$ cat src/rtl/life_grid_engine_if.sv
// Host-side row port and control/status bundle for life_grid_engine.
// Latency: none, plain wires; rd_data is registered inside the engine (1 cycle).
// Backpressure: none; the host watches busy and gen_done, and writes are dropped while busy.
// Ports: master = host (drives writes, reads and controls), slave = engine (drives status).
interface life_grid_engine_if #(
   parameter int WIDTH  = 16,
   parameter int HEIGHT = 16,
   parameter int GEN_W  = 16,
   parameter int PACE_W = 24
);
   localparam int ROW_W = $clog2(HEIGHT);

   logic              wr_en;
   logic [ROW_W-1:0]  wr_row;
   logic [WIDTH-1:0]  wr_data;
   logic [ROW_W-1:0]  rd_row;
   logic [WIDTH-1:0]  rd_data;
   logic              step;
   logic              run;
   logic              clear;
   logic [PACE_W-1:0] pace;
   logic              busy;
   logic              gen_done;
   logic              still;
   logic [GEN_W-1:0]  gen_count;

   modport master (
      output wr_en, wr_row, wr_data, rd_row, step, run, clear, pace,
      input  rd_data, busy, gen_done, still, gen_count
   );

   modport slave (
      input  wr_en, wr_row, wr_data, rd_row, step, run, clear, pace,
      output rd_data, busy, gen_done, still, gen_count
   );
endinterface

$ cat src/rtl/life_grid_engine.sv
// Game-of-Life core: WIDTH x HEIGHT register grid, one row of the next generation per clock.
// Latency: step at edge k -> rows written k+1..k+HEIGHT, gen_done high after edge k+HEIGHT+1; rd_data 1 cycle.
// Backpressure: step ignored while busy, wr_en ignored outside IDLE; clear aborts at once.
// Ports: sys_clk, Reset_n (async active-low), host (life_grid_engine_if.slave): row write/read port,
//        step/run/clear/pace controls, busy/gen_done/still/gen_count status.
// Option macro LIFE_TORUS_EN: when defined the grid edges wrap; otherwise cells outside the grid are dead.
module life_grid_engine #(
   parameter int WIDTH  = 16,
   parameter int HEIGHT = 16,
   parameter int GEN_W  = 16,
   parameter int PACE_W = 24
) (
   input  logic               sys_clk,
   input  logic               Reset_n,
   life_grid_engine_if.slave  host
);
   localparam int ROW_W = $clog2(HEIGHT);
   localparam logic [ROW_W-1:0] LAST_ROW = ROW_W'(HEIGHT - 1);

   typedef enum logic [1:0] {IDLE, COMPUTE, DONE, WAIT} state_t;

   state_t            state_q,   state_d;
   logic [ROW_W-1:0]  row_q,     row_d;
   logic [WIDTH-1:0]  grid_q [HEIGHT];
   logic [WIDTH-1:0]  grid_d [HEIGHT];
   logic [WIDTH-1:0]  prev_q,    prev_d;     // old (pre-update) copy of row r-1
   logic [PACE_W-1:0] wait_q,    wait_d;
   logic              changed_q, changed_d;
   logic              busy_q,    busy_d;
   logic              gen_done_q, gen_done_d;
   logic              still_q,   still_d;
   logic [GEN_W-1:0]  cnt_q,     cnt_d;
   logic [WIDTH-1:0]  rd_data_q, rd_data_d;
`ifdef LIFE_TORUS_EN
   logic [WIDTH-1:0]  row0_q,    row0_d;     // old row 0, needed as the row below the last row
`endif

   logic [ROW_W-1:0]  row_nxt;
   logic [WIDTH-1:0]  cur_row, below_row, new_row, top_edge;
   logic              start;

   // Next state of one row from its old upper, own and lower rows. Rows are
   // extended by one column each side so column c sees ext[c..c+2].
   function automatic logic [WIDTH-1:0] life_row(input logic [WIDTH-1:0] up,
                                                 input logic [WIDTH-1:0] mid,
                                                 input logic [WIDTH-1:0] dn);
      logic [WIDTH+1:0] eu, em, ed;
      logic [3:0]       n;
      logic [WIDTH-1:0] res;
`ifdef LIFE_TORUS_EN
      eu = {up[0],  up,  up[WIDTH-1]};
      em = {mid[0], mid, mid[WIDTH-1]};
      ed = {dn[0],  dn,  dn[WIDTH-1]};
`else
      eu = {1'b0, up,  1'b0};
      em = {1'b0, mid, 1'b0};
      ed = {1'b0, dn,  1'b0};
`endif
      res = '0;
      for (int c = 0; c < WIDTH; c++) begin
         n = 4'(eu[c]) + 4'(eu[c+1]) + 4'(eu[c+2])
           + 4'(em[c])               + 4'(em[c+2])
           + 4'(ed[c]) + 4'(ed[c+1]) + 4'(ed[c+2]);
         res[c] = (n == 4'd3) || (mid[c] && (n == 4'd2));
      end
      return res;
   endfunction

   assign row_nxt = (row_q == LAST_ROW) ? '0 : row_q + 1'b1;
   assign cur_row = grid_q[row_q];

`ifdef LIFE_TORUS_EN
   assign top_edge  = grid_q[LAST_ROW];
   assign below_row = (row_q == LAST_ROW) ? row0_q : grid_q[row_nxt];
`else
   assign top_edge  = '0;
   assign below_row = (row_q == LAST_ROW) ? '0 : grid_q[row_nxt];
`endif

   assign new_row = life_row(prev_q, cur_row, below_row);

   always_comb begin
      state_d    = state_q;
      row_d      = row_q;
      grid_d     = grid_q;
      prev_d     = prev_q;
      wait_d     = wait_q;
      changed_d  = changed_q;
      gen_done_d = 1'b0;
      still_d    = still_q;
      cnt_d      = cnt_q;
      rd_data_d  = grid_q[host.rd_row];
      start      = 1'b0;
`ifdef LIFE_TORUS_EN
      row0_d     = row0_q;
`endif

      case (state_q)
         IDLE: begin
            if (host.wr_en) begin
               grid_d[host.wr_row] = host.wr_data;
               still_d             = 1'b0;
            end
            if (host.step || host.run) start = 1'b1;
         end
         COMPUTE: begin
            grid_d[row_q] = new_row;
            prev_d        = cur_row;
            changed_d     = changed_q || (new_row != cur_row);
            row_d         = row_nxt;
            if (row_q == LAST_ROW) state_d = DONE;
         end
         DONE: begin
            gen_done_d = 1'b1;
            cnt_d      = cnt_q + 1'b1;
            still_d    = ~changed_q;
            if (!host.run) begin
               state_d = IDLE;
            end else if (host.pace == '0) begin
               start = 1'b1;
            end else begin
               state_d = WAIT;
               wait_d  = '0;
            end
         end
         WAIT: begin
            // pace+1 cycles here gives a generation period of HEIGHT+2+pace
            if (!host.run) begin
               state_d = IDLE;
            end else if (wait_q == host.pace) begin
               start = 1'b1;
            end else begin
               wait_d = wait_q + 1'b1;
            end
         end
         default: state_d = IDLE;
      endcase

      // Snapshot the neighbours of row 0 before any row of the grid changes.
      if (start) begin
         state_d   = COMPUTE;
         row_d     = '0;
         prev_d    = top_edge;
         changed_d = 1'b0;
`ifdef LIFE_TORUS_EN
         row0_d    = grid_q[0];
`endif
      end

      if (host.clear) begin
         state_d    = IDLE;
         row_d      = '0;
         changed_d  = 1'b0;
         gen_done_d = 1'b0;
         still_d    = 1'b0;
         cnt_d      = '0;
         for (int r = 0; r < HEIGHT; r++) grid_d[r] = '0;
      end

      busy_d = (state_d != IDLE);
   end

   always_ff @(posedge sys_clk or negedge Reset_n) begin
      if (!Reset_n) begin
         state_q    <= IDLE;
         row_q      <= '0;
         prev_q     <= '0;
         wait_q     <= '0;
         changed_q  <= 1'b0;
         busy_q     <= 1'b0;
         gen_done_q <= 1'b0;
         still_q    <= 1'b0;
         cnt_q      <= '0;
         rd_data_q  <= '0;
         for (int r = 0; r < HEIGHT; r++) grid_q[r] <= '0;
`ifdef LIFE_TORUS_EN
         row0_q     <= '0;
`endif
      end else begin
         state_q    <= state_d;
         row_q      <= row_d;
         prev_q     <= prev_d;
         wait_q     <= wait_d;
         changed_q  <= changed_d;
         busy_q     <= busy_d;
         gen_done_q <= gen_done_d;
         still_q    <= still_d;
         cnt_q      <= cnt_d;
         rd_data_q  <= rd_data_d;
         grid_q     <= grid_d;
`ifdef LIFE_TORUS_EN
         row0_q     <= row0_d;
`endif
      end
   end

   assign host.rd_data   = rd_data_q;
   assign host.busy      = busy_q;
   assign host.gen_done  = gen_done_q;
   assign host.still     = still_q;
   assign host.gen_count = cnt_q;
endmodule

$ cat src/flat_wrapper.sv
// flat-port wrapper written by rule: the top's interface ports become plain ports
module life_grid_engine_flat 
#(
   parameter int WIDTH  = 16,
   parameter int HEIGHT = 16,
   parameter int GEN_W  = 16,
   parameter int PACE_W = 24
)
  (sys_clk, Reset_n, host_wr_en, host_wr_row, host_wr_data, host_rd_row, host_step, host_run, host_clear, host_pace, host_rd_data, host_busy, host_gen_done, host_still, host_gen_count);
  life_grid_engine_if #(.WIDTH(WIDTH), .HEIGHT(HEIGHT), .GEN_W(GEN_W), .PACE_W(PACE_W)) host_i ();
  input  logic sys_clk;
  input  logic Reset_n;
  input wire logic [$bits(host_i.wr_en)-1:0] host_wr_en;
  input wire logic [$bits(host_i.wr_row)-1:0] host_wr_row;
  input wire logic [$bits(host_i.wr_data)-1:0] host_wr_data;
  input wire logic [$bits(host_i.rd_row)-1:0] host_rd_row;
  input wire logic [$bits(host_i.step)-1:0] host_step;
  input wire logic [$bits(host_i.run)-1:0] host_run;
  input wire logic [$bits(host_i.clear)-1:0] host_clear;
  input wire logic [$bits(host_i.pace)-1:0] host_pace;
  output wire logic [$bits(host_i.rd_data)-1:0] host_rd_data;
  output wire logic [$bits(host_i.busy)-1:0] host_busy;
  output wire logic [$bits(host_i.gen_done)-1:0] host_gen_done;
  output wire logic [$bits(host_i.still)-1:0] host_still;
  output wire logic [$bits(host_i.gen_count)-1:0] host_gen_count;
  assign host_i.wr_en = host_wr_en;
  assign host_i.wr_row = host_wr_row;
  assign host_i.wr_data = host_wr_data;
  assign host_i.rd_row = host_rd_row;
  assign host_i.step = host_step;
  assign host_i.run = host_run;
  assign host_i.clear = host_clear;
  assign host_i.pace = host_pace;
  assign host_rd_data = host_i.rd_data;
  assign host_busy = host_i.busy;
  assign host_gen_done = host_i.gen_done;
  assign host_still = host_i.still;
  assign host_gen_count = host_i.gen_count;
  life_grid_engine #(.WIDTH(WIDTH), .HEIGHT(HEIGHT), .GEN_W(GEN_W), .PACE_W(PACE_W)) u_core (.sys_clk(sys_clk), .Reset_n(Reset_n), .host(host_i));
endmodule
$ cat config.mk
export PLATFORM = sky130hd
export DESIGN_NAME = life_grid_engine_flat
export DESIGN_NICKNAME = d
export VERILOG_FILES = /design/src/rtl/life_grid_engine_if.sv /design/src/rtl/life_grid_engine.sv /design/src/flat_wrapper.sv
export SDC_FILE = /design/constraint.sdc
export NUM_CORES = 1
export LEC_CHECK = 0
export BUFFER_PORTS_ARGS = -buffer_cell sky130_fd_sc_hd__buf_2
export CAP_MARGIN = 20
export CELL_PAD_IN_SITES_DETAIL_PLACEMENT = 1
export CELL_PAD_IN_SITES_GLOBAL_PLACEMENT = 2
export CORE_ASPECT_RATIO = 1.25
export CORE_MARGIN = 2
export CORE_UTILIZATION = 41
export DETAILED_ROUTE_END_ITERATION = 8
export GPL_TIMING_DRIVEN = 0
export HOLD_SLACK_MARGIN = 0.05
export MAX_ROUTING_LAYER = met4
export PLACE_DENSITY = 0.92
export SYNTH_ARGS = -nofsm -noshare
export SYNTH_HDL_FRONTEND = slang
export SYNTH_SLANG_ARGS = --single-unit
$ cat constraint.sdc
create_clock -name sys_clk -period 7.98 [get_ports sys_clk]
set_input_delay 1.197 -clock sys_clk [delete_from_list [all_inputs] [get_ports sys_clk]]
set_output_delay 1.197 -clock sys_clk [all_outputs]
set_load 0.01 [all_outputs]
==> results.cfg, run 1 <==
[status]
status = complete, but fails checks
violations = design-rule violations

[critical_path]
critPathSlowestCell = or4_1
worstPathArrival_ns = 8.29
worstPathCellList = buf_2 -> buf_2 -> clkbuf_4 -> buf_2 -> buf_2 -> a22o_2 -> clkbuf_2 -> nand3_1 -> nand3_1 -> fa_1 -> fa_1 -> inv_1 -> fa_1 -> inv_1 -> fa_1 -> nor4b_1 -> a21o_1 -> mux2i_1 -> or4_1 -> a2111oi_1 -> a32oi_1
cp_top_family = buffers and inverters
r2r_start = u_core.row_q[3]$_DFFE_PN0P_
max_stage_delay_ns = 0.59
crit_buf_inv = 8
worst_setup_path_start_kind = flip-flop
worst-endpoint-required_ns = 8.41
path_class = flip-flop to flip-flop
worstPathMaxFanout = 10
critical_path.startpoint = u_core.row_q[3]$_DFFE_PN0P_
worstSetupEndpointType = flip-flop

[synth]
synth-seq-area-share = 0.3490
synth_top_area_frac = 0.3490
netlist_top_cells_count = a21oi_1, dfrtp_1, nor2_1
avgSynthCellArea_um2 = 9.720
async_flop_share = 1.000
ys_warn_count = 0
synthFlopType = dfrtp_1
synth_area_leaders = dfrtp_1, mux4_2, a21oi_1
post-synth-top-count-cell = a21oi_1
synth_top_cell_by_area = dfrtp_1
synth_seq_cells = 338
syn_inst = 2493
synth_area_um2 = 24230
syn_nets = 2658
synth_edf_count = 0
synth_cell_types = 69

[worst_hold_path]
hold_class = input port to asynchronous set/reset pin

[sta]
worst_hold_slack_ns = 0.3791
slew_headroom = 0.1870
drv_slew = 0
fin_crit_sh = 0.9855
finClkSkew_ns = 0.01998
tightest_slew_ns = 1.210
hold_viol_final = 0
fin_crit_ns = 7.864
rsz0062_at_grt = no
max_freq_ghz = 0.1272
finalSetupViolations = 0

[floorplanning]
fp-row-count = 99
coreArea_um2 = 58470
io_pins = 89
die_area_um2 = 61080
die-width_um = 221.4
initial_utilization = 0.4145
die-height_um = 275.8

[clocking]
clkLatencyLatePin_ns = 0.59
cts_max_path_buffers = 3
htreeDepth = 2
ctsHoldBuffers = 0
cts_sinks = 338
post_cts_buffers = 0
cts_root_buf = clkbuf_16
cts_buffers = 40
cts_tree = done
clk_pin_slew_ns = 0.07

[layout]
regArea_um2 = 8458
fillCellCount = 6691
drive_above_1_share = 0.1578
antenna_cells = 0
multiInputGateArea_um2 = 14370
nets = 2786
fin_util = 0.4630
area.growth.synth_to_final_pct = 11.70

[power_and_ir_drop]
ir_worst_vdd_uv = 151.1
p_per_area_nw_per_um2 = 335.1
total_power_uw = 9070
power.leakage_uw = 0.01114

[route]
drt_first_pass_iters = 7
wl_per_cell_um = 31.44
antenna_left = 0
via_per_inst = 6.582
via_count = 22420
drc = 1
routed_wl_um = 107100
first_iter_violations = 2636

[placed_design]
io_buffer_count = 81
gp_congestion = 1.119
dp_hpwl_um = 86380

[global_route]
busiest_layer = met2
antenna_found_initial = 0
grt_pass1_vias = 23730
grt_use_met1 = 0.4265
grt_max_degree = 119
track_usage = 0.3635
grtUsageMet2 = 0.5950
overflow = 0
grtUsageMet3 = 0.06121
grt_pass1_wl_um = 157000

[run]
maxCapViolations = 0
[final timing paths]
path,depth (start not counted),end,slack [ns]
max in group asynchronous,3,u_core.grid_q[248]$_DFFE_PN0P_,6.19
min reg2reg,2,u_core.host.gen_count[15]$_DFFE_PN0P_,0.54
max reg2reg,21,u_core.changed_q$_DFFE_PN0P_,0.12
min,1,u_core.wait_q[14]$_DFFE_PN0P_,0.38
max,21,u_core.changed_q$_DFFE_PN0P_,0.12
min in group sys_clk,2,u_core.host.gen_count[15]$_DFFE_PN0P_,0.54
[registers in the layout (all words and copies together), names as in the netlist]
register,cells
u_core.host.rd_data,16
u_core.host.gen_done,1
u_core.prev_q,16
u_core.host.gen_count,16
u_core.state_q,2
u_core.grid_q,256
u_core.wait_q,24
u_core.host.still,1
u_core.row_q,4
u_core.host.busy,1
u_core.changed_q,1
[power breakdown]
group | switching (uW) | internal (uW)
Sequential | 366 | 1940
Combinational | 3210 | 1680
Clock | 820 | 1050
[placed cells by master (no fill, tap or decap), types with 6 or more instances in the layout]
master	n
xor2_1	11
clkbuf_8	7
o22ai_1	16
xnor2_1	43
nor3b_1	6
or3_1	12
fa_1	60
nand4_1	18
dfrtp_1	338
a22o_1	32
mux2i_1	72
nand3_1	62
a21oi_1	468
clkbuf_16	41
buf_4	7
o21a_1	15
and2_1	16
nand2b_1	8
nor3_1	25
buf_1	15
nand2_1	157
clkbuf_2	9
inv_1	132
nor2_1	333
o21ai_0	35
buf_8	6
nor4b_1	6
buf_2	113
mux4_2	187
nor4_1	14
ha_1	51
mux2_2	9
nor2b_1	17
a22oi_1	32
a31oi_1	23
clkbuf_1	143
and3_1	12
a211oi_1	7
[per-stage QoR]
step | cells | instance area (um^2) | setup WS (ns) | setup TNS, ns
2_1_floorplan | 2493 | 24230 | 1.760 | 0
3_3_place_gp | 3331 | 25580 | -0.9672 | -308.53
3_5_place_dp | 3335 | 25680 | -0.6768 | -9.546
4_1_cts | 3403 | 27010 | 0.07650 | 0
5_1_grt | 3406 | 27070 | 0.07834 | 0
6_report | 3406 | 27070 | 0.1156 | 0
[routing by layer]
metal | routed length [um] | part of all wire
met2 | 51890 | 0.48
met5 | 0 | 0
met4 | 7008 | 0.065
met1 | 39840 | 0.37
met3 | 8335 | 0.078
[worst reg2reg max path: stages, from the launching register on]
cell and delay [ns]:
dfrtp_1 0.43, buf_2 0.32, buf_2 0.50, clkbuf_4 0.45, buf_2 0.29, buf_2 0.29, a22o_2 0.37, clkbuf_2 0.33
nand3_1 0.18, nand3_1 0.34, fa_1 0.48, fa_1 0.51, inv_1 0.06, fa_1 0.41, inv_1 0.09, fa_1 0.41
nor4b_1 0.38, a21o_1 0.34, mux2i_1 0.15, or4_1 0.59, a2111oi_1 0.59, a32oi_1 0.18
[kinds of logic (layout without fill, tap and decap cells)]
logic type / Yosys count / after routing / synth area share
compound gates: 672 / 672 / 0.1581
xor+xnor: 54 / 54 / 0.01952
fa+ha+maj: 111 / 111 / 0.07590
buf+inv: 344 / 500 / 0.05845
flops: 338 / 338 / 0.3490
mux: 271 / 271 / 0.2108
simple gates: 703 / 703 / 0.1282
[what timing repair did]
item | CTS | global route
pin swaps | 0 | 0
resized for setup | 8 | 8
endpoints found under the setup margin | 54 | 1
[layout make-up]
type                            count  share of cell area
Sequential cell                   338              0.3125
Multi-Input combinational cell   1811              0.5308
Buffer                            208             0.03398
Inverter                          133             0.01844
Clock buffer                       54             0.04230
Timing Repair Buffer               89             0.02062
Tap cell                          757             0.03499
Clock inverter                     16            0.006425
No activity file was read; power rests on OpenSTA's default activity.
==> run 2: changes to the inputs <==
--- a/config.mk
+++ b/config.mk
@@ -17,6 +17,7 @@
 export HOLD_SLACK_MARGIN = 0.05
 export MAX_ROUTING_LAYER = met4
 export PLACE_DENSITY = 0.92
+export SETUP_SLACK_MARGIN = 0.5
 export SYNTH_ARGS = -nofsm -noshare
 export SYNTH_HDL_FRONTEND = slang
 export SYNTH_SLANG_ARGS = --single-unit
==> results.cfg, run 2 (synthesis results as in run 1) <==
[status]
status = complete, but fails checks
violations = design-rule violations

[sta]
max_freq_ghz = 0.1361
slew_headroom = 0.1864
rsz0062_at_grt = no
finalSetupViolations = 0
fin_crit_sh = 0.9208
setup_ws_ns = 0.6317
hold_viol_final = 0
tightest_slew_ns = 1.211
finClkSkew_ns = 0.02254
fin_crit_ns = 7.348
drv_slew = 0
setup_tns_ns = 0

[critical_path]
worst-endpoint-required_ns = 8.41
worstPathMaxFanout = 11
worst_setup_path_start_kind = flip-flop
worstPathArrival_ns = 7.78
path_class = flip-flop to flip-flop
worstSetupEndpointType = flip-flop

[floorplanning]
fp-row-count = 99
die-height_um = 275.8
initial_utilization = 0.4145
die_area_um2 = 61080
io_pins = 89
die-width_um = 221.4
coreArea_um2 = 58470

[clocking]
cts_root_buf = clkbuf_16
cts_max_path_buffers = 3
clkLatencyLatePin_ns = 0.59
clk_pin_slew_ns = 0.07
cts_sinks = 338
htreeDepth = 2
cts_tree = done
cts_buffers = 40

[layout]
regArea_um2 = 8458
final_cell_mix = a21oi_1, dfrtp_1, nor2_1
area.growth.synth_to_final_pct = 12.07
reg_top3 = u_core.grid_q x256, u_core.wait_q x24
drive_above_1_share = 0.1620
nets = 2791
largest_register_ffs = 256
fillCellCount = 6691
layout_commonest_cell = a21oi_1
multiInputGateArea_um2 = 14390
largest_register = u_core.grid_q

[power_and_ir_drop]
power.leakage_uw = 0.01118
p_per_area_nw_per_um2 = 334.5
ir_worst_vdd_uv = 152.6

[global_route]
overflow = 0
grt_pass1_wl_um = 157400
grt_pass1_vias = 23750
antenna_found_initial = 2
track_usage = 0.3648
grt_max_degree = 119

[placed_design]
dp_hpwl_um = 86380
place_worst_setup_slack_ns = -0.6768
io_buffer_count = 81
gp_congestion = 1.119

[route]
first_iter_violations = 2812
drt_first_pass_iters = 8
wl_per_cell_um = 31.44
antenna_left = 0
via_per_inst = 6.558
via_count = 22380
drc = 1
routed_wl_um = 107300

[run]
maxCapViolations = 0

[worst_hold_path]
hold_class = input port to asynchronous set/reset pin
-- run 2: changes by cell type in the layout (fill, tap and decap cells not counted), sizes merged --
cell	change
clkbuf	+2
clkdlybuf4s15	+1
diode	+1
buf	+2
-- run 2: path summary, 6_finish.rpt --
kind	from	to	slack [ns]	depth (start not counted)
max in group asynchronous	Reset_n	u_core.grid_q[248]$_DFFE_PN0P_	6.18	3
hold / removal	Reset_n	u_core.wait_q[14]$_DFFE_PN0P_	0.38	1
setup / recovery	u_core.row_q[3]$_DFFE_PN0P_	u_core.changed_q$_DFFE_PN0P_	0.63	21
setup reg to reg	u_core.row_q[3]$_DFFE_PN0P_	u_core.changed_q$_DFFE_PN0P_	0.63	21
min in group sys_clk	u_core.host.gen_count[15]$_DFFE_PN0P_	u_core.host.gen_count[15]$_DFFE_PN0P_	0.54	2
hold reg to reg	u_core.host.gen_count[15]$_DFFE_PN0P_	u_core.host.gen_count[15]$_DFFE_PN0P_	0.54	2
-- run 2: layer usage --
layer / track usage / share of wire
met3: 0.06632 / 0.084
met5: - / 0
met2: 0.5982 / 0.49
met4: 0.2070 / 0.065
met1: 0.4259 / 0.37
-- run 2: power breakdown --
group / switching, uW / internal, uW / total (uW)
clock: 817 / 1050 / 1870
combinational: 3220 / 1690 / 4910
sequential: 365 / 1940 / 2310
total: 4400 / 4690 / 9080
-- run 2: area by class of cell --
| class | instances | area share |
|---|---|---|
| multi-input cells | 1811 | 0.5299 |
| flip-flops and latches | 338 | 0.3114 |
| clock buffers | 54 | 0.04216 |
| plain buffers | 211 | 0.03566 |
| well taps | 757 | 0.03488 |
| repair buffers | 91 | 0.02110 |
| inverters | 133 | 0.01838 |
| clock inverters | 16 | 0.006404 |
| diodes | 1 | 0.00009214 |
-- run 2: timing repair --
item / in CTS / in global routing
gates resized for setup: 30 / 9
setup endpoints to repair: 210 / 12
hold buffers: 0 / 0
setup buffers: 0 / 1
pin swaps: 0 / 1
gates cloned: 0 / 0
-- run 2: stage by stage --
step                std cells  instance area [um^2]  utilization  hold WS [ns]  power, uW
detailed placement       3335                 25680       0.4393        0.5307       6994
global route             3412                 27160       0.4645        0.3738       9537
finish                   3412                 27160       0.4645        0.3771       9084
floorplan                2493                 24230            -        0.4925       5240
CTS                      3405                 27060       0.4628        0.3597       8905
global placement         3331                 25580       0.4376        0.5196       6717
-- run 2: worst max-delay path: stages (launching register included) --
cell	delay, ns
dfrtp_1	0.42
buf_2	0.33
buf_4	0.35
buf_4	0.35
buf_2	0.28
buf_2	0.29
a22o_2	0.37
clkbuf_2	0.32
nand3_1	0.20
nand3_2	0.23
fa_1	0.44
fa_1	0.51
inv_1	0.05
fa_1	0.41
inv_1	0.09
fa_1	0.41
nor4b_1	0.37
a21o_1	0.34
mux2i_1	0.14
or4_1	0.61
a2111oi_2	0.47
a32oi_1	0.15
